--- config.mk ---
export PLATFORM = sky130hd
export DESIGN_NAME = tile_hit_judge
export DESIGN_NICKNAME = d
export VERILOG_FILES = /design/src/rtl/tile_hit_judge.sv
export SDC_FILE = /design/constraint.sdc
export NUM_CORES = 1
export LEC_CHECK = 0
export CORE_ASPECT_RATIO = 0.75
export CORE_UTILIZATION = 45
export DETAILED_ROUTE_END_ITERATION = 8
export GPL_TIMING_DRIVEN = 0
export PLACE_DENSITY_LB_ADDON = 0.1
export SYNTH_ARGS = -nofsm -noshare
export SYNTH_HDL_FRONTEND = slang
export SYNTH_SLANG_ARGS = --single-unit
--- constraint.sdc ---
create_clock -name frame_clk -period 9.2 [get_ports frame_clk]
set_input_delay 0.92 -clock frame_clk [delete_from_list [all_inputs] [get_ports frame_clk]]
set_output_delay 0.92 -clock frame_clk [all_outputs]
set_load 0.02 [all_outputs]
--- src/rtl/tile_hit_judge.sv ---
// tile_hit_judge: per-frame hit/miss judge, score/combo/lives and game FSM.
// Ports: frame_clk, Reset (sync, active-high), keycode, TileY0..3, TileS in;
// Score, Combo, Lives, HitLane, MissPulse, Playing, GameOver out (all registered).
// Option: define TILE_JUDGE_COMBO_BONUS_EN for 2 points per hit at combo >= 8.
module tile_hit_judge #(
  parameter logic [9:0] HIT_Y_MIN  = 10'd380,
  parameter logic [9:0] HIT_Y_MAX  = 10'd470,
  parameter logic [2:0] LIVES_INIT = 3'd3
) (
  input  logic        frame_clk,
  input  logic        Reset,
  input  logic [7:0]  keycode,
  input  logic [9:0]  TileY0,
  input  logic [9:0]  TileY1,
  input  logic [9:0]  TileY2,
  input  logic [9:0]  TileY3,
  input  logic [9:0]  TileS,
  output logic [15:0] Score,
  output logic [7:0]  Combo,
  output logic [2:0]  Lives,
  output logic [3:0]  HitLane,
  output logic        MissPulse,
  output logic        Playing,
  output logic        GameOver
);

  localparam logic [7:0] KEY_D  = 8'h07;
  localparam logic [7:0] KEY_F  = 8'h09;
  localparam logic [7:0] KEY_J  = 8'h0D;
  localparam logic [7:0] KEY_K  = 8'h0E;
  localparam logic [7:0] KEY_SP = 8'h2C;

  typedef enum logic [1:0] {
    S_IDLE,
    S_PLAY,
    S_OVER
  } state_e;

  state_e      state_q, state_d;
  logic [7:0]  key_q, key_d;
  logic [15:0] score_q, score_d;
  logic [7:0]  combo_q, combo_d;
  logic [2:0]  lives_q, lives_d;
  logic [3:0]  hit_q, hit_d;
  logic        miss_q, miss_d;
  logic [3:0]  cons_q, cons_d;
  logic        play_q, play_d;
  logic        over_q, over_d;

  logic [9:0]  tile_y [4];
  logic [10:0] bottom [4];
  logic [3:0]  in_zone;
  logic [3:0]  lane_sel;
  logic        press;
  logic [1:0]  pts;
  logic [16:0] score_sum;

  assign tile_y[0] = TileY0;
  assign tile_y[1] = TileY1;
  assign tile_y[2] = TileY2;
  assign tile_y[3] = TileY3;

  always_comb begin
    for (int i = 0; i < 4; i++) begin
      // 11-bit sum so a tile near the bottom edge never wraps into the zone
      bottom[i]  = {1'b0, tile_y[i]} + {1'b0, TileS};
      in_zone[i] = (bottom[i] >= {1'b0, HIT_Y_MIN}) &&
                   (bottom[i] <= {1'b0, HIT_Y_MAX});
    end
  end

  always_comb begin
    lane_sel = 4'b0000;
    case (keycode)
      KEY_D:   lane_sel = 4'b0001;
      KEY_F:   lane_sel = 4'b0010;
      KEY_J:   lane_sel = 4'b0100;
      KEY_K:   lane_sel = 4'b1000;
      default: lane_sel = 4'b0000;
    endcase
  end

  assign press = (keycode != 8'h00) && (keycode != key_q);

`ifdef TILE_JUDGE_COMBO_BONUS_EN
  assign pts = (combo_q >= 8'd8) ? 2'd2 : 2'd1;
`else
  assign pts = 2'd1;
`endif

  assign score_sum = {1'b0, score_q} + {15'b0, pts};

  always_comb begin
    state_d = state_q;
    key_d   = keycode;
    score_d = score_q;
    combo_d = combo_q;
    lives_d = lives_q;
    hit_d   = 4'b0000;
    miss_d  = 1'b0;
    // consumed lanes re-arm as soon as the tile leaves the zone
    cons_d  = cons_q & in_zone;
    unique case (state_q)
      S_PLAY: begin
        if (press && (lane_sel != 4'b0000)) begin
          if ((lane_sel & in_zone & ~cons_q) != 4'b0000) begin
            hit_d   = lane_sel;
            cons_d  = cons_d | lane_sel;
            combo_d = (combo_q == 8'hFF) ? 8'hFF : combo_q + 8'd1;
            score_d = score_sum[16] ? 16'hFFFF : score_sum[15:0];
          end else begin
            miss_d  = 1'b1;
            combo_d = 8'd0;
            if (lives_q <= 3'd1) begin
              lives_d = 3'd0;
              state_d = S_OVER;
            end else begin
              lives_d = lives_q - 3'd1;
            end
          end
        end
      end
      S_IDLE, S_OVER: begin
        if (press && (keycode == KEY_SP)) begin
          state_d = S_PLAY;
          score_d = 16'd0;
          combo_d = 8'd0;
          lives_d = LIVES_INIT;
          cons_d  = 4'b0000;
        end
      end
      default: state_d = S_IDLE;
    endcase
    play_d = (state_d == S_PLAY);
    over_d = (state_d == S_OVER);
  end

  always_ff @(posedge frame_clk) begin
    if (Reset) begin
      state_q <= S_IDLE;
      key_q   <= 8'h00;
      score_q <= 16'd0;
      combo_q <= 8'd0;
      lives_q <= 3'd0;
      hit_q   <= 4'b0000;
      miss_q  <= 1'b0;
      cons_q  <= 4'b0000;
      play_q  <= 1'b0;
      over_q  <= 1'b0;
    end else begin
      state_q <= state_d;
      key_q   <= key_d;
      score_q <= score_d;
      combo_q <= combo_d;
      lives_q <= lives_d;
      hit_q   <= hit_d;
      miss_q  <= miss_d;
      cons_q  <= cons_d;
      play_q  <= play_d;
      over_q  <= over_d;
    end
  end

  assign Score     = score_q;
  assign Combo     = combo_q;
  assign Lives     = lives_q;
  assign HitLane   = hit_q;
  assign MissPulse = miss_q;
  assign Playing   = play_q;
  assign GameOver  = over_q;

endmodule
# Yosys cells after proc, flatten, opt, wreduce, memory -nomap -nowiden
# Index checks and enable logic that the tools add are counted.
op_classes:
  n_reduce_logical: 18
  n_bitwise: 8
  n_mux: 26
  n_eq_ne: 15
  magnitude_cmp: 9
  n_addsub: 7
op_table:
  columns: ["op", "n"]
  rows:
  - ["16-bit two-way mux", 4]
  - ["10-bit by 10-bit adder with 11-bit output", 4]
  - ["11-bit by 9-bit greater-or-equal comparator with 1-bit output, second input constant", 4]
  - ["11-bit by 9-bit <= comparator with 1-bit output, second input constant", 4]
  - ["8-bit two-way mux", 4]
  - ["16-bit case mux with 2 select lines", 1]
  - ["8-bit by 4-bit == test with 1-bit output, second input constant", 3]
  - ["16-bit by 1-bit adder with 17-bit output, second input constant", 1]
  - ["4-bit case mux with 4 select lines", 1]
  - ["8-bit case mux with 2 select lines", 1]
  - ["4-bit bitwise AND", 3]
  - ["3-bit two-way mux", 4]
  - ["4-bit two-way mux", 3]
  - ["8-bit by 1-bit adder with 8-bit output, second input constant", 1]
  - ["8-bit by 3-bit == test with 1-bit output, second input constant", 1]
  - ["8-bit by 6-bit == test with 1-bit output, second input constant", 1]
  - ["8-bit == test, second input constant", 1]
  - ["2-bit two-way mux", 4]
  - ["2-bit inequality test, second input constant", 4]
  - ["8-bit inequality test", 1]
  - ["4-bit case mux with 2 select lines", 1]
  - ["4-bit AND reduction", 2]
  - ["4-bit nonzero test", 2]
  - ["8-bit nonzero test", 1]
  - ["17 further kinds", 27]
totals:
  wordCells: 93
  regBits: 48
  input_bits: 60
  output_inout_bits: 34

# Logic depth before layout (Yosys ltp)
# Gate-level depths: netlist (run 1).
depth:
  word_depth: 10
  mapped_depth: 13

# Least setup slack after synthesis (run 1)
# No wires, ideal clock.
synth_path:
  path_type: "input -> register"
  startpoint: "input TileY1[0]"
  endpoint: "register combo_q[6], in the netlist Combo[6]"
  setup_time_ns: 0.117
  path_stages: 13
  slack_ns: 5.455
  n_path_buf: 1
  arrival_ns: 3.628
  cell_sequence: "ha_1 -> inv_1 -> fa_1 -> and2b_1 -> o2111ai_1 -> and4_1 -> o211ai_1 -> mux2i_1 -> o2111a_1 -> o41ai_2 -> buf_6 -> nor3_1 -> o22a_1"
synth_between:
  elab_chain_len: 9
synth_rtl:
  columns: ["element", "line", "text"]
  rows:
  - ["start, declared", "14", "input logic [9:0] TileY1,"]
  - ["10-bit by 10-bit adder with 11-bit output (*)", "66", "bottom[i] = {1'b0, tile_y[i]} + {1'b0, TileS};"]
  - ["11-bit by 9-bit greater-or-equal comparator with 1-bit output or 11-bit by 9-bit <= comparator with 1-bit output (tied branches)", "67, 68", null]
  - ["1-bit logical AND (*)", "67", "in_zone[i] = (bottom[i] >= {1'b0, HIT_Y_MIN}) &&"]
  - ["4-bit bitwise AND (*) (2 in a row)", "106", "if ((lane_sel & in_zone & ~cons_q) != 4'b0000) begin"]
  - ["4-bit nonzero test (*)", "106", null]
  - ["8-bit two-way mux (*)", "106", null]
  - ["8-bit two-way mux (*)", "105", "if (press && (lane_sel != 4'b0000)) begin"]
  - ["8-bit case mux with 2 select lines (*)", "103", "unique case (state_q)"]
  - ["end signal, assigned", "154", "combo_q <= combo_d;"]
  - ["end, declared", "42", "logic [7:0] combo_q, combo_d;"]
# Every way passes the cells marked *; elsewhere a longest branch is shown, timed or not. The select of a mux whose other input is x is not followed.
# A chain may end at the register's enable or synchronous reset.

# Final worst setup path (run 1)
layout_path:
  startpoint: "input TileS[0]"
  endpoint: "register combo_q[0], in the netlist Combo[0]"
layout_between:
  elab_chain_len: 9
layout_rtl:
  columns: ["element", "line", "text"]
  rows:
  - ["start, declared", "17", "input logic [9:0] TileS,"]
  - ["10-bit by 10-bit adder with 11-bit output", "66", null]
  - ["11-bit by 9-bit greater-or-equal comparator with 1-bit output or 11-bit by 9-bit <= comparator with 1-bit output (tied branches)", "67, 68", null]
  - ["1-bit logical AND", "67", null]
  - ["4-bit bitwise AND (*) (2 in a row)", "106", null]
  - ["4-bit nonzero test (*)", "106", null]
  - ["8-bit two-way mux (*)", "106", null]
  - ["8-bit two-way mux (*)", "105", null]
  - ["8-bit case mux with 2 select lines (*)", "103", null]
# Marked as above.

==> results.ini, run 1 <==
[placement]
portBuffers=92
hpwlAfterDp_um=10600
place_area_mm2=0.00588
pre_cts_ws_ps=4110
routabilityCongestion=0.886
dp_cells=827

[worst_setup_path]
critPathArrivalTime_ps=4980
critPathCaptureType=register
critPathLaunchType=input port
crit_type=in -> reg
slowest_delay_ps=800
path_cells=clkdlybuf4s50_1 > ha_1 > inv_1 > fa_1 > and2b_1 > o2111ai_1 > and4_1 > o211ai_1 > mux2i_1 > o2111a_1 > o41ai_2 > nand2b_1 > o21ai_0
cp_slowest_cell=o41ai_2
crit_path_max_fanout=7
required_ps=9360

[floorplanning]
dieArea_mm2=0.0111
rows=32
coreArea_mm2=0.0103
pin_count=94
dieHeight_um=91.3
initial_core_util_pct=46.3
die_w_um=121

[routing]
drc=0
drtPass1Iterations=5
wl_per_cell_um=15.8
vias=4994
drt_iter0_markers=389
wirelength_um=13200
postRouteAntennaNets=0
viasPerCell=5.99

[clocking]
clk-insertion-delay-late_ps=290
cts_buffers=5
clk_path_buf_depth=2
cts_tree=yes
cts_setup_buffers=0
root_buffer=clkbuf_16
clock_sinks=48
cts_hold_buf=0
ctsResizeCount=0
path_clk_slew_ps=60
htreeDepth=2

[synth]
ys_seq_area_share_pct=20.1
ys.flop_type=dfxtp_1
synthCells=599
synth_cell_types=95
synthArstFlopShare_pct=0
synth.area.top_cells=dfxtp_1, ha_1, nor2_1
avgSynthCellArea_um2=7.99
yosysTopAreaCellShare_pct=20.1
syn_area_mm2=0.00478
synth-edff-count=0
synth_seq_cells=48
synth_area_leader_cell=dfxtp_1
synth_nets=706
yosysWarnings=0

[cells_and_area]
area_growth_pct=25.6
instances_no_fill=834
n_antenna_cell=0
final_common_cell=clkdlybuf4s50_1
most-common-layout-cells=clkdlybuf4s50_1, dfxtp_1, nor2_1
drive_above_1_share_pct=7.59
nNetsFinal=805
fillers=946
fin_area_mm2=0.00601

[sta]
worst_slew_margin_rel_pct=40.7
slew_viol_final=0
fin_crit_sh_pct=52.4
setup_tns_ps=0
grt_setup_unrepaired=no
finalSetupViolations=0
tightest_slew_ps=890
min_period_ps=4820
skew_ps=3.70
max_clock_freq_ghz=0.207
hold_violations=0
fin_ws_ps=4380

[global_routing]
grt_max_degree=14
antenna_found_initial=0
grtUsageTotal_pct=24.2
overflow=0
grt_pass1_vias=4511
grt_pass1_wl_um=21400

[worst_hold_path]
hp-class=reg -> reg

[power]
powerDensity_mw_per_mm2=99.8
leakagePower_nw=2.30
ir_worst_vdd_uv=84.3

[outcome]
outcome=finished clean

[run]
maxCapViolations=0

cell families (layout without fill, tap and decap cells):
group	count (synthesis)	in the layout	synth area share (%)
AOI/OAI and AO/OA	183	183	28.3
xor gates and xnor gates	30	30	5.49
and+or+nand+nor	233	233	26.9
buffers and inverters	51	150	4.84
muxes	7	7	1.52
adders and majority gates	47	47	12.9
DFF	48	48	20.1
per-layer routing:
layer	share of wire, %	GRT usage, %	vias to the layer above
met1	51	35.6	2343
met2	42	36.8	157
met4	1.1	4.53	0
met3	5.6	4.08	17
met5	0	0	-
li1	-	-	2477
cell usage after synthesis (3+ instances only):
master / n
clkbuf_1: 8
dfxtp_1: 48
a211o_1: 3
nor4_1: 6
a21oi_1: 35
o21ai_0: 28
and3_1: 12
o211ai_1: 5
fa_1: 4
or2_2: 9
nand3_1: 19
o2111ai_1: 6
xor2_1: 11
xnor2_1: 19
a2bb2oi_1: 3
o22ai_1: 13
a21o_2: 4
mux2i_1: 5
a211oi_1: 10
nand2b_1: 9
a21o_1: 19
a31oi_1: 3
nand4_1: 13
o311ai_0: 3
a2111oi_0: 4
inv_1: 35
nor2_1: 48
ha_1: 43
o2111a_1: 3
nand2_1: 36
o21a_1: 6
nor3_1: 28
nor4b_1: 4
nor2b_1: 17
flip-flops by register name (all words and copies together), names as in the netlist:
| name | cells |
|---|---|
| cons_q | 4 |
| GameOver | 1 |
| Combo | 8 |
| MissPulse | 1 |
| key_q | 8 |
| Score | 16 |
| Playing | 1 |
| Lives | 3 |
| HitLane | 4 |
| state_q | 2 |
critical path, delay by kind of cell:
| kind | cells | cell delay, ps |
|---|---|---|
| buffers and inverters | 2 | 680 |
| muxes | 1 | 160 |
| AOI/OAI and AO/OA | 5 | 1630 |
| and+or+nand+nor | 3 | 940 |
| adders and majority gates | 2 | 660 |
power by group:
part           switching [W]  leakage, nW  total, W  internal [W]
clock network      0.0000780       0.0667  0.000177     0.0000990
registers        0.000000872        0.389  0.000211      0.000210
logic               0.000114         1.84  0.000212     0.0000984
total               0.000193         2.30  0.000600      0.000407
path summary, 6_finish.rpt:
check / depth (start not counted) / slack [ps] / to / startpoint
worst max register to register: 10 / 6440 / Score[2] / key_q[5]
worst min-delay path: 2 / 510 / cons_q[1] / cons_q[1]
worst min register to register: 2 / 510 / cons_q[1] / cons_q[1]
worst max-delay path: 13 / 4380 / Combo[0] / TileS[0]
metrics by stage:
step | util [%] | power [W] | hold WS (ps)
after detailed placement | 56.9 | 0.000424 | 486
after floorplan | - | 0.000360 | 460
after global routing | 58.2 | 0.000634 | 528
final | 58.2 | 0.000600 | 507
after global placement | 56.9 | 0.000417 | 485
after CTS | 58.2 | 0.000600 | 509
final cells by class:
cell class | instances | area (um2) | share of cell area [%]
clock inverter | 1 | 5.00 | 0.0833
inverter | 36 | 135 | 2.25
tap | 136 | 170 | 2.83
timing repair buffer | 92 | 921 | 15.3
multi-input combinational | 500 | 3590 | 59.8
sequential | 48 | 961 | 16.0
buffer | 15 | 96.3 | 1.60
clock buffer | 6 | 129 | 2.14
(Power assumes the default switching activity.)
==> run 2, diff against run 1 <==
clock period = 4.6 ns   (was 9.2 ns; I/O delays follow)
==> results.ini, run 2 (synthesis results as in run 1) <==
[outcome]
outcome=finished clean

[placement]
hpwlAfterDp_um=10600
portBuffers=92
routabilityCongestion=0.886
dp_cells=827

[cells_and_area]
multi_input_area_mm2=0.00360
most-common-layout-cells=clkdlybuf4s50_1, dfxtp_1, nor2_1
fillers=946
largest_reg_flops=16
n_antenna_cell=0
drive_above_1_share_pct=7.59
seq_area_um2=961
area_growth_pct=25.8
nNetsFinal=805
final_common_cell=clkdlybuf4s50_1
instances_no_fill=834

[routing]
drtPass1Iterations=5
postRouteAntennaNets=0
drt_iter0_markers=409
viasPerCell=5.98
wirelength_um=13300
vias=4985
drc=0
wl_per_cell_um=15.9

[sta]
tightest_slew_ps=953
slew_viol_final=0
max_clock_freq_ghz=0.232
grt_setup_unrepaired=no
min_period_ps=4310
hold_violations=0
skew_ps=2.75
worst_slew_margin_rel_pct=36.5
finalSetupViolations=0
setup_tns_ps=0
fin_crit_sh_pct=93.8

[floorplanning]
die_w_um=121
coreArea_mm2=0.0103
dieHeight_um=91.3
initial_core_util_pct=46.3
rows=32
pin_count=94
dieArea_mm2=0.0111

[global_routing]
overflow=0
grt_max_degree=14
antenna_found_initial=0
grt_pass1_vias=4511
grt_pass1_wl_um=21400
grtUsageTotal_pct=24.2

[clocking]
clk_path_buf_depth=2
htreeDepth=2
ctsResizeCount=0
cts_hold_buf=0
clk-insertion-delay-late_ps=290
cts_tree=yes
cts_setup_buffers=0
root_buffer=clkbuf_16
cts_buffers=5
path_clk_slew_ps=60
clock_sinks=48

[worst_setup_path]
critPathArrivalTime_ps=4530
critPathLaunchType=input port
slowest_delay_ps=700
rrSetupSlack_ps=1730
crit_path_max_fanout=10
crit_type=in -> reg
cp_slowest_cell=nor4_2
crit_buf_inv=3
crit_path_start=TileS[0]
critPathCaptureType=register
required_ps=4810
r2r_cells=10
path_cells=clkdlybuf4s50_1 > ha_1 > inv_1 > fa_1 > and2b_1 > o2111ai_1 > and4_1 > o211ai_1 > mux2i_1 > o2111a_1 > nor4_2 > a21oi_1 > buf_2 > o21ai_0
r2r-start=key_q[5]
cpLargestDelayFamily=simple AND/OR/NAND/NOR gates
timing.rr.end=Score[2]

[worst_hold_path]
hp-class=reg -> reg
min_from=cons_q[1]
holdPathEnd=cons_q[1]
whs_path_depth=2

[power]
ir_worst_vdd_uv=169
leakagePower_nw=2.30
powerDensity_mw_per_mm2=199

[run]
maxCapViolations=0

## run 2: cell counts in the layout (fill, tap and decap cells not counted)
No cell type changed its count.
## run 2: how the worst max path moves through the flow
stage	cells after the start	end
final	14	Score[8]
after global routing	13	Score[8]
after CTS	12	Combo[0]
after detailed placement	12	Combo[0]
after global placement	12	Combo[1]
after floorplan	13	Combo[7]
## run 2: final cells by class
class / instances / area share (%)
buffer: 15 / 1.60
clock buffer: 6 / 2.14
clock inverter: 1 / 0.0831
inverter: 36 / 2.24
multi-input combinational: 500 / 59.9
sequential: 48 / 16.0
tap: 136 / 2.83
timing repair buffer: 92 / 15.3
## run 2: metrics by stage
step	hold slack (ps)	setup slack (ps)	util, %	power, W	instance area, um2
final	507	287	58.3	0.00120	6020
after global routing	528	3.69	58.3	0.00127	6020
after CTS	509	282	58.2	0.00120	6010
after detailed placement	486	-32.7	56.9	0.000847	5880
after global placement	485	-63.1	56.9	0.000833	5880
after floorplan	460	1310	-	0.000721	4780
## run 2: power breakdown
| group | internal [W] | switching [W] |
|---|---|---|
| clock network | 0.000198 | 0.000155 |
| logic | 0.000197 | 0.000228 |
| registers | 0.000419 | 0.00000175 |
| total | 0.000814 | 0.000385 |
## run 2: routing by layer
metal / part of all wire, % / global-route usage, %
met1: 51 / 35.6
met2: 42 / 36.8
met3: 6.2 / 4.08
met4: 1.1 / 4.53
met5: 0 / 0
## run 2: worst min-delay path, stage by stage (launching register included)
cell,delay (ps)
dfxtp_1,310
o2111ai_1,80
a21oi_1,70
